--- src/rtl/rr_ise_pipe.sv ---
// ---------------------------------------------------------------------------
// rr_ise_pipe
//
// Two-stage pipelined shift-and-accumulate unit for reduced-radix limb
// arithmetic (carry propagation in x25519-style field code). It sits between
// the ISE issue port of the decoder and the writeback mux.
//
//   S1: registers rs1, op and the shifted/masked rs2 operand.
//   S2: registers rs1 + operand and drives the response directly.
//
// Operations (modulo 2^XLEN, carry-out discarded):
//   00 SRAIADD : rd = rs1 + (rs2 >>> shamt)   sign fill from rs2[XLEN-1]
//   01 SRLIADD : rd = rs1 + (rs2 >>  shamt)   zero fill
//   10 MASKADD : rd = rs1 + (rs2 & ((1<<shamt)-1))
//   11 reserved: accepted and pipelined normally, rd = 0
//
// Parameters:
//   XLEN       datapath width, 32 or 64
//   SHW        shift-amount width, derived as $clog2(XLEN)
//
// Ports:
//   clk        clock, rising edge
//   rst_n      asynchronous active-low reset
//   flush      synchronous kill of every in-flight operation
//   req_valid  request present
//   req_ready  unit can accept a request this cycle
//   req_op     operation select
//   req_rs1    accumulator operand
//   req_rs2    shifted/masked operand
//   req_shamt  immediate shift amount
//   rsp_valid  result present (registered)
//   rsp_ready  consumer accepts the result
//   rsp_rd     result (registered)
// ---------------------------------------------------------------------------
module rr_ise_pipe #(
    parameter int  XLEN = 64,
    localparam int SHW  = $clog2(XLEN)
) (
    input  logic            clk,
    input  logic            rst_n,
    input  logic            flush,
    input  logic            req_valid,
    output logic            req_ready,
    input  logic [1:0]      req_op,
    input  logic [XLEN-1:0] req_rs1,
    input  logic [XLEN-1:0] req_rs2,
    input  logic [SHW-1:0]  req_shamt,
    output logic            rsp_valid,
    input  logic            rsp_ready,
    output logic [XLEN-1:0] rsp_rd
);

    typedef enum logic [1:0] {
        OP_SRAIADD = 2'b00,
        OP_SRLIADD = 2'b01,
        OP_MASKADD = 2'b10,
        OP_RSVD    = 2'b11
    } op_e;

    // -----------------------------------------------------------------------
    // Pipeline state
    // -----------------------------------------------------------------------
    logic            s1_v;
    op_e             s1_op;
    logic [XLEN-1:0] s1_rs1;
    logic [XLEN-1:0] s1_opnd;

    logic            s2_v;
    logic [XLEN-1:0] s2_rd;

    // -----------------------------------------------------------------------
    // Handshake
    // -----------------------------------------------------------------------
    logic s2_free;
    logic s1_adv;
    logic req_fire;
    logic rsp_fire;

    // S2 can take a new value when empty or when its current value leaves
    // this cycle; req_ready therefore only depends combinationally on
    // rsp_ready (flush deliberately does not gate it).
    assign s2_free   = !s2_v || rsp_ready;
    assign req_ready = !s1_v || s2_free;
    assign s1_adv    = s1_v && s2_free;
    assign req_fire  = req_valid && req_ready;
    assign rsp_fire  = s2_v && rsp_ready;

    // -----------------------------------------------------------------------
    // Log-depth shifter / mask ladder, one mux level per shamt bit.
    // keep_lvl starts all-ones and is shifted left, so its inverse at the
    // last level is the low-shamt-bits mask ((1<<shamt)-1).
    // -----------------------------------------------------------------------
    logic [XLEN-1:0] sra_lvl  [SHW+1];
    logic [XLEN-1:0] srl_lvl  [SHW+1];
    logic [XLEN-1:0] keep_lvl [SHW+1];
    logic            sign_fill;

    assign sign_fill   = req_rs2[XLEN-1];
    assign sra_lvl[0]  = req_rs2;
    assign srl_lvl[0]  = req_rs2;
    assign keep_lvl[0] = {XLEN{1'b1}};

    genvar gi;
    generate
        for (gi = 0; gi < SHW; gi++) begin : g_ladder
            localparam int STEP = 1 << gi;

            assign sra_lvl[gi+1] = req_shamt[gi]
                ? {{STEP{sign_fill}}, sra_lvl[gi][XLEN-1:STEP]}
                : sra_lvl[gi];

            assign srl_lvl[gi+1] = req_shamt[gi]
                ? {{STEP{1'b0}}, srl_lvl[gi][XLEN-1:STEP]}
                : srl_lvl[gi];

            assign keep_lvl[gi+1] = req_shamt[gi]
                ? {keep_lvl[gi][XLEN-1-STEP:0], {STEP{1'b0}}}
                : keep_lvl[gi];
        end
    endgenerate

    logic [XLEN-1:0] low_mask;
    assign low_mask = ~keep_lvl[SHW];

    // Operand selection for stage 1
    op_e             req_op_e;
    logic [XLEN-1:0] s1_opnd_next;

    assign req_op_e = op_e'(req_op);

    always_comb begin
        s1_opnd_next = '0;
        case (req_op_e)
            OP_SRAIADD: s1_opnd_next = sra_lvl[SHW];
            OP_SRLIADD: s1_opnd_next = srl_lvl[SHW];
            OP_MASKADD: s1_opnd_next = req_rs2 & low_mask;
            default:    s1_opnd_next = '0;
        endcase
    end

    // Stage 2 sum; reserved op forces a zero result
    logic [XLEN-1:0] s2_rd_next;
    assign s2_rd_next = (s1_op == OP_RSVD) ? '0 : (s1_rs1 + s1_opnd);

    // -----------------------------------------------------------------------
    // Stage 1 register
    // -----------------------------------------------------------------------
    always_ff @(posedge clk or negedge rst_n) begin
        if (!rst_n) begin
            s1_v    <= 1'b0;
            s1_op   <= OP_SRAIADD;
            s1_rs1  <= '0;
            s1_opnd <= '0;
        end else if (flush) begin
            // Flush wins over any transfer; data contents are left as-is.
            s1_v <= 1'b0;
        end else if (req_fire) begin
            s1_v    <= 1'b1;
            s1_op   <= req_op_e;
            s1_rs1  <= req_rs1;
            s1_opnd <= s1_opnd_next;
        end else if (s1_adv) begin
            s1_v <= 1'b0;
        end
    end

    // -----------------------------------------------------------------------
    // Stage 2 register; holds while rsp_valid && !rsp_ready
    // -----------------------------------------------------------------------
    always_ff @(posedge clk or negedge rst_n) begin
        if (!rst_n) begin
            s2_v  <= 1'b0;
            s2_rd <= '0;
        end else if (flush) begin
            s2_v <= 1'b0;
        end else if (s1_adv) begin
            s2_v  <= 1'b1;
            s2_rd <= s2_rd_next;
        end else if (rsp_fire) begin
            s2_v <= 1'b0;
        end
    end

    assign rsp_valid = s2_v;
    assign rsp_rd    = s2_rd;

endmodule

--- config.mk ---
export PLATFORM = sky130hd
export DESIGN_NAME = rr_ise_pipe
export DESIGN_NICKNAME = d
export VERILOG_FILES = /design/src/rtl/rr_ise_pipe.sv
export SDC_FILE = /design/constraint.sdc
export NUM_CORES = 1
export LEC_CHECK = 0
export BUFFER_PORTS_ARGS = -buffer_cell sky130_fd_sc_hd__buf_2
export CAP_MARGIN = 20
export CORE_MARGIN = 5
export CORE_UTILIZATION = 49
export DETAILED_ROUTE_END_ITERATION = 8
export PLACE_DENSITY = 0.69
export SYNTH_ARGS = -nofsm -noshare
export SYNTH_HDL_FRONTEND = slang
export SYNTH_SLANG_ARGS = --single-unit
--- constraint.sdc ---
create_clock -name clk -period 8.68 [get_ports clk]
set_input_delay 1.302 -clock clk [delete_from_list [all_inputs] [get_ports clk]]
set_output_delay 1.302 -clock clk [all_outputs]
set_load 0.02 [all_outputs]
# Yosys cells after proc, flatten, opt, wreduce, memory -nomap -nowiden
# Index checks and enable logic that the tools add are counted.
op_classes:
  addsub: 1
  n_eq_ne: 3
  muxes: 26
  bitwise: 3
  reduce_logical: 12
ops:
  columns: ["cell", "n"]
  rows:
  - ["2-to-1 mux 64 bit", 7]
  - ["2-to-1 mux 63 bit", 7]
  - ["one-hot mux 64 bit (3 select lines)", 1]
  - ["adder 64 bit", 1]
  - ["bitwise AND 64 bit", 1]
  - ["NOT 64 bit", 1]
  - ["2-to-1 mux 31 bit", 1]
  - ["2-to-1 mux 15 bit", 1]
  - ["2-to-1 mux 1 bit", 7]
  - ["2-to-1 mux 7 bit", 1]
  - ["nonzero test 3 bit", 2]
  - ["== test 2 bit, second input constant", 2]
  - ["AND reduction 2 bit", 2]
  - ["logical AND 1 bit", 3]
  - ["2-to-1 mux 3 bit", 1]
  - ["== test 2 x 1 -> 1 bit, second input constant", 1]
  - ["zero test 1 bit", 2]
  - ["zero test 2 bit", 1]
  - ["logical OR 1 bit", 2]
  - ["NOT 1 bit", 1]
word_totals:
  reg_bits: 196
  inputBits: 141
  output_inout_bits: 66
  elab_cells: 51

# Longest topological paths before layout
# Gate-level depths: netlist of run 1.
depth:
  word_depth: 9
  mapped_depth: 13
  ltp_nobuf: 13

# Least setup slack after synthesis of run 1
# OpenSTA, ideal clock, no wires.
synth_path:
  path_kind: "input-to-reg"
  start: "input req_shamt[0]"
  end: "register s1_opnd[8]"
  arrival_ns: 3.474
  slack_ns: 5.073
  cell_stages: 8
  path_buffers: 2
  cell_sequence: "buf_4 -> buf_2 -> mux4_2 -> mux2_2 -> mux4_2 -> mux2_2 -> a21oi_1 -> o21ai_0"
synth_between:
  elab_chain_len: 9
  word_cells_on_any_way: 21
synth_rtl:
  columns: ["element", "line", "rtl"]
  rows:
  - ["from (decl)", "47", "input logic [SHW-1:0] req_shamt,"]
  - ["2-to-1 mux 1 bit", "117", "? {keep_lvl[gi][XLEN-1-STEP:0], {STEP{1'b0}}}"]
  - ["2-to-1 mux 3 bit", "117", null]
  - ["2-to-1 mux 7 bit", "117", null]
  - ["2-to-1 mux 15 bit", "117", null]
  - ["2-to-1 mux 31 bit", "117", null]
  - ["2-to-1 mux 63 bit", "117", null]
  - ["NOT 64 bit", "123", "assign low_mask = ~keep_lvl[SHW];"]
  - ["bitwise AND 64 bit", "136", "OP_MASKADD: s1_opnd_next = req_rs2 & low_mask;"]
  - ["one-hot mux 64 bit (3 select lines) (*)", "133", "case (req_op_e)"]
  - ["to (signal assigned)", "161", "s1_opnd <= s1_opnd_next;"]
  - ["to (decl)", "66", "logic [XLEN-1:0] s1_opnd;"]
# Every way passes the cells marked *; elsewhere a longest branch is shown, timed or not.
# A chain may end at the register's enable or synchronous reset.

# Worst setup path in the final report of run 1
layout_path:
  start: "input req_shamt[0]"
  end: "register s1_opnd[1]"
layout_between:
  elab_chain_len: 7
  word_cells_on_any_way: 13
layout_rtl:
  columns: ["element", "line"]
  rows:
  - ["2-to-1 mux 64 bit or 2-to-1 mux 63 bit (tied branches) (6 in series)", "113, 109"]
  - ["one-hot mux 64 bit (3 select lines) (*)", "133"]
# Marks and branches as above.

==> results.txt, run 1 <==
----------------------------------------------------
[Die]
  Core Box Area ... 33280 um^2
  Floorplan die width ... 192.8 um
  Starting utilization of the core area ... 0.4919
  Count of pins on the block boundary ... approximately 210
  Core Rows ... 67
  Total Die Area ... 37170 um^2
  Vertical die dimension ... 192.8 um

[Worst setup path]
  CP dominant cell by count ... sky130_fd_sc_hd__o21ai_0
  Critical path, cell by cell ... buf_4, buf_4, mux4_2, mux2i_1, nand2_1, o21ai_0, nor2_1, o21bai_1, a32oi_1, o21ai_0, a21oi_1, o21ai_0
  Worst Path Class, Setup ... input pin to flip-flop
  Arrival time of the worst setup path ... 4.67 ns
  Register-to-register path setup slack ... 4.95 ns
  Worst setup EP type ... flip-flop
  Crit start category ... input pin
  Maximum fanout count along the critical path ... 39
  CP max stage cell ... sky130_fd_sc_hd__buf_4
  CP top delay family ... buffers and inverters
  Buf/Inv on CP ... 2
  Required time at the endpoint of the critical path ... 8.98 ns
  Delay of the slowest cell on the worst path ... 0.61 ns

[Power]
  Peak supply drop ... 0.0001655 V
  Switching Fraction ... 0.4191
  Leakage power total ... 0.008189 uW
  Combinational share of power ... 0.438
  PwrDens ... 199.1 nW/um^2
  Total power draw ... 3621 uW
  Relative contribution of sequential cells to total power ... 0.344
  Sw power ... 1517 uW
  Internal ... 2103 uW
  Clock power frac ... 0.218

[GRT]
  Via count of the first global-routing pass ... 15900
  Pin count of the biggest net entering global routing ... 153
  Total global routing track utilization ... 0.3549
  Overflow left after global routing ... 0
  Initial antenna violation count ... 1
  First-pass GRT wire length ... 98.96 mm

[Drt]
  Total number of vias ... 16290
  DR iter-0 viols ... 1771
  Routed vias/inst ... 6.716
  Remaining number of nets flagged by the antenna check after routing ... 0
  Routed wire per std cell ... 27.57 um
  DRC errors left ... 0
  Total wire length after detailed routing ... ~67 mm
  DR pass1 iterations ... 6

[Clocking]
  Hold buffer count at CTS ... 0
  CTS HTree Levels ... 4
  Buffers inserted during post-CTS setup optimization ... 0
  Max Buffers Root-to-Sink ... 2
  Clock latency on the worst-skew pair ... 0.45 ns
  Resized cells post-CTS ... 0
  TritonCTS buffer count ... 17
  Buffer type at the clock tree root ... sky130_fd_sc_hd__clkbuf_16
  TritonCTS clock tree ... yes
  Sinks on Clock Net ... about 200
  Clk pin slew, worst setup/hold paths ... 0.09 ns

[Timing]
  Pin slew with the least headroom to its limit ... 1.124 ns
  Timing-limited maximum frequency ... 229.1 MHz
  Least setup slack across all paths after layout ... 4.315 ns
  Final max-slew violation count ... 0
  Post-route clock skew ... 0.01553 ns
  Setup violation total in the final timing report ... 0
  Setup repair after global routing missed its margin ... false
  Minimum clock period after layout ... 4.365 ns
  Worst-case headroom to the max-slew limit ... 0.2505
  Sum Neg Setup Slack ... 0 ns
  Hold Fails Final Rpt ... 0
  Fraction of the cycle the final worst path needs ... 0.5029

[Place]
  Number of port buffers ... 206
  Worst slack at placement ... roughly 4 ns
  Number of placed instances with taps included ... 2395
  Final GP Congestion ... 1.063
  Post-detailed-placement half-perimeter wirelength ... 50.31 mm

[Hold path]
  Worst min path class ... flip-flop to flip-flop

[Yosys]
  Unique masters post-synth ... 79
  Synthesized Nets ... 2065
  Instance count of the mapped netlist ... 1860
  Most instantiated flip-flop cell in the synthesis netlist ... sky130_fd_sc_hd__dfrtp_1
  Sequential-to-total area share from yosys stat ... 0.2996
  Yosys reg bits ... around 200
  Mean post-synth cell area ... 8.802 um^2
  Yosys Warn Count ... 0
  Count of flip-flops with a built-in enable after synthesis ... 0
  Post-synthesis async set-or-reset flop share ... 1.000
  Cell area after synthesis ... 16370 um^2

[Layout]
  Total of fill cells in the finished design ... 3122
  Area growth, synth to finish ... 11.08%
  Ratio of cells with drive above 1 in the final layout ... 0.2305
  Final layout net count ... 2171
  Non-filler instance count after layout ... approximately 2400
  Antenna cell count ... 0

[Outcome]
  Outcome ... complete, no violations

[Job]
  Max-cap violations ... 0

----------------------------------------------------
[cells in the final DEF (no fill, tap or decap), drive strengths merged, types with 6 or more instances in the layout]
| cell type | count |
|---|---|
| a211oi | 17 |
| a21boi | 6 |
| a21o | 56 |
| a21oi | 148 |
| a221oi | 10 |
| a22o | 33 |
| a31oi | 35 |
| a32o | 6 |
| a32oi | 9 |
| and2 | 11 |
| and3 | 10 |
| buf | 232 |
| clkbuf | 20 |
| dfrtp | 196 |
| ha | 63 |
| inv | 35 |
| mux2 | 108 |
| mux2i | 59 |
| mux4 | 59 |
| nand2 | 214 |
| nand2b | 10 |
| nand3 | 34 |
| nand4 | 17 |
| nor2 | 133 |
| nor2b | 10 |
| nor3 | 20 |
| o211ai | 23 |
| o21a | 9 |
| o21ai | 196 |
| o21bai | 9 |
| o221ai | 17 |
| o22ai | 16 |
| o31ai | 6 |
| or2 | 10 |
| or3 | 12 |
| xnor2 | 31 |
| xor2 | 22 |
[per-stage QoR]
| stage | utilization | cell area [um^2] | hold WS [ns] |
|---|---|---|---|
| global placement | 0.5295 | 17620 | 0.4561 |
| floorplan | - | 16370 | 0.4428 |
| CTS | 0.5464 | 18190 | 0.4818 |
| global route | 0.5464 | 18190 | 0.5011 |
| finish | 0.5464 | 18190 | 0.4711 |
| detailed placement | 0.5295 | 17620 | 0.4648 |
[logic make-up after synthesis]
family	after synthesis	synth area share
AOI/OAI and AO/OA	649	0.2543
xor gates and xnor gates	53	0.02835
and+or+nand+nor	497	0.1342
muxes	226	0.1915
adders and majority gates	64	0.04937
buffers and inverters	175	0.04272
DFF	196	0.2996
[sequential cells by signal, indices dropped and copies added, names as in the netlist]
register	count
rsp_rd	64
s1_opnd	64
s1_rs1	64
s1_op	2
rsp_valid	1
s1_v	1
[area by class of cell]
class                      count  area, um^2  share of cell area
multi-input combinational   1489       10790              0.5931
tap                          448       560.5             0.03082
sequential                   196        4905              0.2697
clock buffer                  19       452.9             0.02491
clock inverter                12       112.6            0.006192
timing repair buffer         233        1260             0.06928
inverter                      29       108.9            0.005986
[final timing paths]
check / start / end / depth (start not counted)
min in group asynchronous: rst_n / rsp_rd[0] / 1
min reg2reg: rsp_rd[49] / rsp_rd[49] / 2
max: req_shamt[0] / s1_opnd[1] / 12
max reg2reg: s1_rs1[0] / rsp_rd[54] / 13
min: rsp_rd[49] / rsp_rd[49] / 2
max in group asynchronous: rst_n / s1_opnd[60] / 2
[power by group through the flow]
stage	clock network (uW)	registers [uW]	logic (uW)
6_report	791	1240	1590
3_3_place_gp	0	1250	1540
4_1_cts	799	1240	1560
5_1_grt	838	1260	1710
3_5_place_dp	0	1260	1560
2_1_floorplan	0	1360	930
[Yosys cell counts, types with 12 or more instances]
cell type,number,area [um^2]
sky130_fd_sc_hd__a211oi_1,16,120.1
sky130_fd_sc_hd__a21o_1,56,420.4
sky130_fd_sc_hd__a21oi_1,147,735.7
sky130_fd_sc_hd__a22o_1,33,289.0
sky130_fd_sc_hd__a31oi_1,35,219.0
sky130_fd_sc_hd__buf_1,16,60.06
sky130_fd_sc_hd__buf_2,16,80.08
sky130_fd_sc_hd__clkbuf_1,108,405.4
sky130_fd_sc_hd__dfrtp_1,196,4905
sky130_fd_sc_hd__ha_1,63,788.3
sky130_fd_sc_hd__inv_1,26,97.59
sky130_fd_sc_hd__mux2_2,108,1216
sky130_fd_sc_hd__mux2i_1,59,590.6
sky130_fd_sc_hd__mux4_2,59,1329
sky130_fd_sc_hd__nand2_1,214,803.3
sky130_fd_sc_hd__nand3_1,34,170.2
sky130_fd_sc_hd__nand4_1,17,106.4
sky130_fd_sc_hd__nor2_1,133,499.2
sky130_fd_sc_hd__nor3_1,20,100.1
sky130_fd_sc_hd__o211ai_1,23,172.7
sky130_fd_sc_hd__o21ai_0,193,965.9
sky130_fd_sc_hd__o221ai_1,17,148.9
sky130_fd_sc_hd__o22ai_1,16,100.1
sky130_fd_sc_hd__or3_1,12,75.07
sky130_fd_sc_hd__xnor2_1,31,271.5
sky130_fd_sc_hd__xor2_1,22,192.7
[routing by layer]
layer | routed length [um] | global-route usage
met1 | 27630 | 0.4891
met2 | 29350 | 0.5435
met3 | 5882 | 0.05119
met4 | 4012 | 0.1846
met5 | 11 | 0
[tightest hold or removal path, delay by kind of cell (launching register included)]
family / cells / cell delay [ns]
flops: 1 / 0.34
compound gates: 1 / 0.05
simple gates: 1 / 0.04
(Power assumes the default switching activity.)
==> run 2: changes to the inputs <==
PLACE_DENSITY = 0.72   (was 0.69)
clock period = 3.6 ns   (was 8.68 ns; I/O delays follow)
==> run 2 against run 1 <==
  * Sequential share of layout area fell by 1.2 points
  * Non-clock buffer count rose by 88
  * Final cell count rose by 3.7%
  * Clock-buffer cell count fell by 1
  * Final area rose by 4.6%
  * Sequential cell count did not move
  * Setup slack got worse by 4.2 ns
  * Register-to-register slack got worse by 4.8 ns
  * Sequential power rose by 140%
==> results.txt, run 2 (synthesis gave the netlist of run 1 again) <==
----------------------------------------------------
[Die]
  Core Box Area ... 33280 um^2
  Total Die Area ... around 37000 um^2
  Core Rows ... 67
  Floorplan die width ... 192.8 um
  Starting utilization of the core area ... 0.4919
  Count of pins on the block boundary ... 207
  Vertical die dimension ... 192.8 um

[Worst setup path]
  Arrival time of the worst setup path ... between 3 and 4 ns
  Critical path, cell by cell ... ha_2, inv_1, fa_1, nor2b_2, o31ai_2, a21oi_2, o2111ai_2, a211o_4, a2111oi_4, o21ai_2, a211oi_2, o21ai_1, a32o_1
  Source of the critical timing path ... s1_opnd[0]
  Register-to-register path setup slack ... ~0.15 ns
  CP top delay family ... compound AO/OA/AOI/OAI gates
  FF-to-FF Start ... s1_opnd[0]
  Crit start category ... flip-flop
  Destination of the worst register-to-register timing path ... rsp_rd[56]
  Worst setup EP type ... flip-flop
  Buf/Inv on CP ... 1
  Delay of the slowest cell on the worst path ... about 0.42 ns
  R2R depth ... 13
  Required time at the endpoint of the critical path ... roughly 3.9 ns
  Worst Path Class, Setup ... flip-flop to flip-flop
  Maximum fanout count along the critical path ... 3
  CP max stage cell ... sky130_fd_sc_hd__a211o_4

[Place]
  Number of port buffers ... ~210
  Post-detailed-placement half-perimeter wirelength ... 50.19 mm
  Final GP Congestion ... 1.063

[Timing]
  Post-route clock skew ... about 0.019 ns
  Setup repair after global routing missed its margin ... false
  Sum Neg Setup Slack ... 0 ns
  Final max-slew violation count ... 0
  Minimum clock period after layout ... 3.452 ns
  Setup violation total in the final timing report ... 0
  Timing-limited maximum frequency ... 289.7 MHz
  Pin slew with the least headroom to its limit ... 0.8474 ns
  Fraction of the cycle the final worst path needs ... 0.9590
  Hold Fails Final Rpt ... 0
  Worst-case headroom to the max-slew limit ... 0.4330

[Power]
  Leakage power total ... 0.008658 uW
  Peak supply drop ... 0.0003750 V
  PwrDens ... 471.6 nW/um^2
  Total power draw ... 8967 uW

[GRT]
  First-pass GRT wire length ... about 96 mm
  Total global routing track utilization ... 0.3399
  Initial antenna violation count ... 0
  Overflow left after global routing ... 0
  Pin count of the biggest net entering global routing ... 90
  Via count of the first global-routing pass ... 15920

[Layout]
  Multi-input gate area ... 10800 um^2
  Area growth, synth to finish ... 16.14%
  Most common cell after layout, fill and taps aside ... sky130_fd_sc_hd__nand2_1
  Leading cell types in the layout, fill and taps excluded ... sky130_fd_sc_hd__nand2_1, sky130_fd_sc_hd__buf_2, sky130_fd_sc_hd__dfrtp_1, sky130_fd_sc_hd__o21ai_0, sky130_fd_sc_hd__a21oi_1
  Sequential cell area ... 4905 um^2
  Total of fill cells in the finished design ... 3108
  Antenna cell count ... 0
  Ratio of cells with drive above 1 in the final layout ... 0.2656
  Final layout net count ... 2259

[Drt]
  Routed wire per std cell ... roughly 26 um
  Total number of vias ... 16620
  DRC errors left ... 0
  DR pass1 iterations ... 6
  Routed vias/inst ... ~6.6
  Remaining number of nets flagged by the antenna check after routing ... 0
  Total wire length after detailed routing ... between 60 and 70 mm
  DR iter-0 viols ... 2298

[Clocking]
  TritonCTS clock tree ... yes
  Sinks on Clock Net ... 196
  CTS HTree Levels ... 4
  Hold buffer count at CTS ... 0
  Clk pin slew, worst setup/hold paths ... 0.08 ns
  Buffer type at the clock tree root ... sky130_fd_sc_hd__clkbuf_16
  TritonCTS buffer count ... 17
  Clock latency on the worst-skew pair ... 0.45 ns
  Max Buffers Root-to-Sink ... 2

[Outcome]
  Outcome ... complete, no violations

[Hold path]
  Worst min path class ... input pin to async pin

[Job]
  Max-cap violations ... 0

----------------------------------------------------
[run 2: cell types whose count changed in the layout (fill, tap and decap cells not counted), sizes merged]
cell    delta
inv        +1
clkinv     -1
clkbuf     -1
buf       +88
bufinv     +2
[run 2: layer usage]
metal	GRT usage	part of all wire
met1	0.4602	0.40
met5	0	0
met4	0.1796	0.058
met2	0.5290	0.44
met3	0.04830	0.098
[run 2: timing repair]
| action | CTS | global route |
|---|---|---|
| setup buffers | 0 | 2 |
| gates resized for setup | 0 | 7 |
| endpoints found under the setup margin | 0 | 12 |
[run 2: power breakdown]
group          switching, uW  internal, uW
combinational           2410          1550
sequential               324          2670
clock                    946          1060
total                   3680          5290
[run 2: how the worst max path moves through the flow]
stage,to,depth (start not counted)
after global placement,s1_opnd[15],11
after CTS,rsp_rd[56],13
final,rsp_rd[56],13
after detailed placement,rsp_rd[56],13
after floorplan,rsp_rd[52],13
after global routing,rsp_rd[56],13
[run 2: final cells by class]
class | count | area share
Tap cell | 448 | 0.02948
Sequential cell | 196 | 0.2579
Multi-Input combinational cell | 1489 | 0.5682
Inverter | 29 | 0.005725
Clock inverter | 14 | 0.009805
Clock buffer | 18 | 0.02257
Timing Repair Buffer | 321 | 0.1063
[run 2: through the flow]
step | worst slack, ns | cells | hold slack (ns) | instance area (um^2) | utilization
after floorplan | 0.5533 | 1860 | 0.2444 | 16370 | -
after detailed placement | 0.06983 | 2481 | 0.4648 | 18350 | 0.5515
after global placement | 0.1761 | 2481 | 0.4583 | 18350 | 0.5515
after CTS | 0.03025 | 2513 | 0.1748 | 18970 | 0.5700
after global routing | 0.01236 | 2515 | 0.1887 | 19010 | 0.5713
final | 0.1477 | 2515 | 0.1353 | 19010 | 0.5713
